## src/rtl/instr_queue.sv

```systemverilog
// Group-granular instruction queue between fetch/alignment and decode.
// The head group reads as all-zero when empty so decode sees a bubble.

`ifndef FETCH_WIDTH
`define FETCH_WIDTH 4
`endif

package instr_queue_pkg;
    typedef struct packed {
        logic        valid;
        logic [31:0] pc;
        logic [31:0] instr;
    } aligned_instr_t;
endpackage

module instr_queue
    import instr_queue_pkg::*;
#(
    parameter int DEPTH       = 8,
    parameter int FETCH_WIDTH = `FETCH_WIDTH
) (
    input  logic                                i_clk,
    input  logic                                i_rst_n,
    input  logic                                i_flush,
    input  logic                                i_enqueue,
    input  aligned_instr_t [0:FETCH_WIDTH-1]    i_instrs,
    output logic                                o_can_enqueue,
    output logic                                o_can_dequeue,
    input  logic                                i_dequeue,
    output aligned_instr_t [0:FETCH_WIDTH-1]    o_instrs,
    output logic [$clog2(DEPTH):0]              o_count
);

    localparam int AW = $clog2(DEPTH);
    localparam int PW = AW + 1;
    localparam logic [PW-1:0] FULL_COUNT = PW'(DEPTH);

    aligned_instr_t [0:FETCH_WIDTH-1] mem [DEPTH];

    logic [PW-1:0] wr_ptr;
    logic [PW-1:0] rd_ptr;
    logic          enq_fire;
    logic          deq_fire;

    // Handshakes come only from the registered pointers; the extra wrap
    // bit lets the pointer difference distinguish full from empty.
    always_comb begin
        o_count       = wr_ptr - rd_ptr;
        o_can_enqueue = (o_count != FULL_COUNT);
        o_can_dequeue = (o_count != '0);
        enq_fire      = i_rst_n & i_enqueue & o_can_enqueue & ~i_flush;
        deq_fire      = i_rst_n & i_dequeue & o_can_dequeue & ~i_flush;
    end

    always_ff @(posedge i_clk) begin
        if (!i_rst_n || i_flush) begin
            wr_ptr <= '0;
            rd_ptr <= '0;
        end else begin
            if (enq_fire) wr_ptr <= wr_ptr + 1'b1;
            if (deq_fire) rd_ptr <= rd_ptr + 1'b1;
        end
    end

    // Storage is never cleared; the empty mask keeps stale groups hidden.
    always_ff @(posedge i_clk) begin
        if (enq_fire) mem[wr_ptr[AW-1:0]] <= i_instrs;
    end

    always_comb begin
        o_instrs = '0;
        if (o_can_dequeue) o_instrs = mem[rd_ptr[AW-1:0]];
    end

endmodule

```

## config.mk

```make
export PLATFORM = sky130hd
export DESIGN_NAME = instr_queue
export DESIGN_NICKNAME = d
export VERILOG_FILES = /design/src/rtl/instr_queue.sv
export SDC_FILE = /design/constraint.sdc
export NUM_CORES = 2
export LEC_CHECK = 0
export ABC_AREA = 1
export CAP_MARGIN = 5
export CORE_MARGIN = 1
export CORE_UTILIZATION = 35
export CTS_CLUSTER_DIAMETER = 60
export CTS_CLUSTER_SIZE = 25
export DETAILED_ROUTE_END_ITERATION = 12
export REMOVE_ABC_BUFFERS = 1
export SLEW_MARGIN = 10
export SYNTH_ARGS = -nofsm -noshare
export SYNTH_HDL_FRONTEND = slang
export SYNTH_SLANG_ARGS = --single-unit
```

## constraint.sdc

```tcl
create_clock -name i_clk -period 15.52 [get_ports i_clk]
set_input_delay 3.104 -clock i_clk [delete_from_list [all_inputs] [get_ports i_clk]]
set_output_delay 3.104 -clock i_clk [all_outputs]
set_load 0.05 [all_outputs]
```

Word-level counts from Yosys, hierarchy flattened. Memories as Yosys holds them, arrays and structs flattened. A register that Yosys moved wholly into a read port is not among the register bits. Index checks and enable logic that the tools add are counted.

Register bits after elaboration: 8. Memory bits (writable): 2080. Bits of input ports: 265. Output and inout bits: 266. Word-level logic and storage cells: 22. Memories kept: 1.

Add/subtract/negate cells: 3. Eq/ne operators: 1. Multiplexer cells: 5. Bitwise gates (word level): 7. Reduce and logical (&&, ||, !) cells: 3.

Memories: mem (words 8, width 260, read ports 1, clocked after Yosys merged registers in 1, wr ports 1, line 38) `aligned_instr_t [0:FETCH_WIDTH-1] mem [DEPTH];`.

Operators with widths (count): 260-bit two-way mux (1); 4-bit by 1-bit adder with 4-bit output (second input constant) (2); 1-bit AND (6); 3-bit two-way mux (2); 4-bit != test (second input constant) (1); 4-bit nonzero test (1); 4-bit subtractor (1); 1-bit two-way mux (2); 1-bit logical NOT (1); 1-bit logical OR (1); 1-bit NOT (1).

Longest topological paths before layout.
Word-level depth: 6. Depth in mapped cells: 13. Mapped depth without buffers: 13.

Worst setup path after synthesis. OpenSTA, ideal clock, no wires.

Path type: input to register. From: input i_rst_n. To: memory mem[0][0] (netlist name) (enable). Setup time: 0.885 ns. Data arrival time: 14.725 ns. Data required time: 14.635 ns. Slack: -0.090 ns. Cell stages on the path: 8. Path buffers: 0. Path through: inv_1 > nor2_1 > inv_1 > nor2_2 > nand2_1 > inv_2 > nand2_1 > nor2_1.

Longest elaborated chain between the ends: 5.

RTL lines: start, declared (line 23) `input logic i_rst_n,`; 1-bit AND (3 in series) (line 51) `enq_fire = i_rst_n & i_enqueue & o_can_enqueue & ~i_flush;`; 1-bit two-way mux (line 67) `if (enq_fire) mem[wr_ptr[AW-1:0]] <= i_instrs;`; 1-bit two-way mux (not written as such) (line 67); end, declared (line 38).

Every way passes these cells.

==> results.cfg <==
[detailed_routing]
via_per_inst = 4.75
detail_route.wl_per_cell_um = 18.7
routed_wl_um = 195000
via_count = 49600
initialDrtViolationCount = 3437
drtAntennaViolNets = 0
firstDrtPassIters = 5
route.detailed.drc = 0

[clock_tree]
cts.repair.resized = 0
clock_path_buffers = 3
root_buffer = clkbuf_16
cts_setup_buffers = 0
clkSlewWorstSetupHoldPaths_ns = 0.08
htreeDepth = 4
cts_tree = built
clk_latency_ns = 0.87
clock-sinks = 2091
cts_hold_buffers = 0
numCtsBuffers = 146

[layout]
layout-drive-gt1-share_pct = 4.90
final_cells = 10400
mostFrequentLayoutCells = edfxtp_1 (2080), nand2_1 (1327), nor2_1 (786)
stdcell_area_mm2 = 0.0988
final_common_cell = edfxtp_1
fill_cells = 22400
postLayoutCoreUtil_pct = 40.7
nets = 7367
area_growth_pct = 15.5

[setup_path]
critPathKind = reg2out
regToRegEndpoint = mem[4][167]$_DFFE_PP_
cp.arrival_ns = 5.83
cp-start-kind = flip-flop
worstSetupEndpointType = primary output
rr_worst_depth = 16
reg2reg_from = wr_ptr[0]$_SDFFE_PP0P_
crit_required_ns = 12.42
cp_max_fo = 184
rrSetupSlack_ns = 10.49

[placement]
placed_area_mm2 = 0.0935
gp_congestion = 0.754
hpwl_um = 102000
dp.cells = 10200
portBuffers = 530

[grt]
grt_pass1_vias = 47000
grt_antenna_before_repair = 38
grt_pass1_wl_um = 291000
grt_max_degree = 206
grt_usage_pct = 15.4
grt.overflow.total = 0

[timing]
finalCriticalPeriod_ns = 8.93
slew_headroom_pct = 21.4
holdWs_ns = 0.529
setup-violations-final = 0
skew_ns = 0.0481
rsz0062_at_grt = false
period_share_pct = 57.6
worst_slew_pin_slew_ns = 1.18
hold_violations = 0
finalMaxSlewViolations = 0
fin_setup_tns_ns = 0
fmax_mhz = 112

[power]
swShare_pct = 24.2
irDropWorstVdd_mv = 0.112
seqPwrFrac_pct = 55.7
p_leak_nw = 33.3
p_comb_share_pct = 6.8
p_clk_share_pct = 37.5
power_switching_mw = 2.71
p_int_mw = 8.48
p_per_area_mw_per_mm2 = 113

[yosys]
syn-cell-area_mm2 = 0.0855
synth-seq-cells = 2091
yosysWarnings = 0
ys_types = 27
syn_avg_cell_area_um2 = 12.7
ys_seq_area_share_pct = 73.3
syn_inst = 6721

[worst_hold_path]
worstHoldEndpoint = rd_ptr[3]$_SDFFE_PP0P_
hp-class = reg2reg
hold_depth = 2
hold_path_startpoint = rd_ptr[3]$_SDFFE_PP0P_

[floorplan]
ios = 531
initial_utilization_pct = 35.2
num_rows = 181
die_h_um = 496
coreArea_mm2 = 0.243
die_area_mm2 = 0.246
die_x_um = 496

[run]
drv_cap = 0

[run_status]
outcome = complete, no violations
sequential cells by signal, indices dropped and copies added (netlist names), named ones only:
signal,count
mem,2080
rd_ptr,4
wr_ptr,4
critical path: stages, from the launching register on:
cell,delay [ns]
dfxtp_4,0.98
buf_4,0.68
buf_12,0.59
buf_12,0.56
mux2i_1,0.18
nand2_1,0.09
o21ai_0,0.10
nand2_1,0.10
nand2_1,0.08
nor2_1,0.18
clkdlybuf4s50_1,0.85
metal layers:
metal,vias to the layer above,routed length [um],global-route usage [%]
li1,24100,-,-
met1,24200,87400,20.9
met2,998,91700,25.2
met3,270,11600,3.34
met4,48,4000,3.87
met5,-,295,0
worst max-delay path by stage:
stage | start | end | cells past startpoint
floorplan | flip-flop | o_instrs[0] | 6
global placement | flip-flop | o_instrs[137] | 10
detailed placement | flip-flop | o_instrs[98] | 10
CTS | flip-flop | o_instrs[98] | 10
global route | flip-flop | o_instrs[98] | 10
finish | flip-flop | o_instrs[21] | 10
cells in the mapped netlist:
library cell	n	area, um^2
nand3_4	1	17.5
buf_8	13	195
nand2_1	1327	4980
inv_4	1	6.26
inv_1	531	1990
fa_1	1	20.0
buf_6	35	394
buf_4	35	263
buf_1	9	33.8
buf_12	3	60.1
o21ai_0	162	811
buf_2	157	786
a21oi_1	526	2630
inv_2	4	15.0
or2_1	1	6.26
nand3_1	15	75.1
clkbuf_1	122	458
clkinv_1	1	3.75
dfxtp_1	11	220
nor2_2	2	12.5
ha_1	5	62.6
o21ai_1	360	1800
xor2_1	4	35.0
mux2i_1	520	5200
clkbuf_4	1	7.51
edfxtp_1	2080	62500
nor2_1	794	2980
final cells by class:
cell class | count | area [um^2] | share of cell area [%]
tap | 3202 | 4010 | 4.06
inverter | 537 | 2030 | 2.06
clock inverter | 122 | 1560 | 1.58
sequential | 2091 | 62700 | 63.5
antenna | 11 | 27.5 | 0.0279
timing repair buffer | 602 | 6100 | 6.17
multi-input combinational | 3718 | 18700 | 18.9
clock buffer | 151 | 3670 | 3.72
power groups by stage:
stage / Combinational (mW) / Clock, mW / Sequential [mW]
after floorplan: 0.667 / 0 / 6.41
after global placement: 0.754 / 0 / 6.36
after detailed placement: 0.763 / 0 / 6.36
after CTS: 0.766 / 4.32 / 6.23
after global routing: 0.812 / 4.52 / 6.24
final: 0.758 / 4.20 / 6.23
through the flow:
step / worst slack [ns] / total power, mW
CTS: 6.62 / 11.3
global route: 6.23 / 11.6
finish: 6.59 / 11.2
floorplan: -23.75 / 7.07
detailed placement: 7.59 / 7.13
global placement: 7.53 / 7.12
logic make-up (layout without fill, tap and decap cells):
| group | Yosys count | in the layout | share of synthesized area, % |
|---|---|---|---|
| adder cells (fa/ha/maj) | 6 | 6 | 0.0965 |
| AO/OA/AOI/OAI | 1048 | 1048 | 6.13 |
| XOR/XNOR | 4 | 4 | 0.0410 |
| multiplexers | 520 | 520 | 6.09 |
| buffers and inverters | 912 | 1412 | 4.93 |
| other | 0 | 11 | 0 |
| AND/OR/NAND/NOR | 2140 | 2140 | 9.44 |
| flip-flops | 2091 | 2091 | 73.3 |
(Power assumes the default switching activity.)
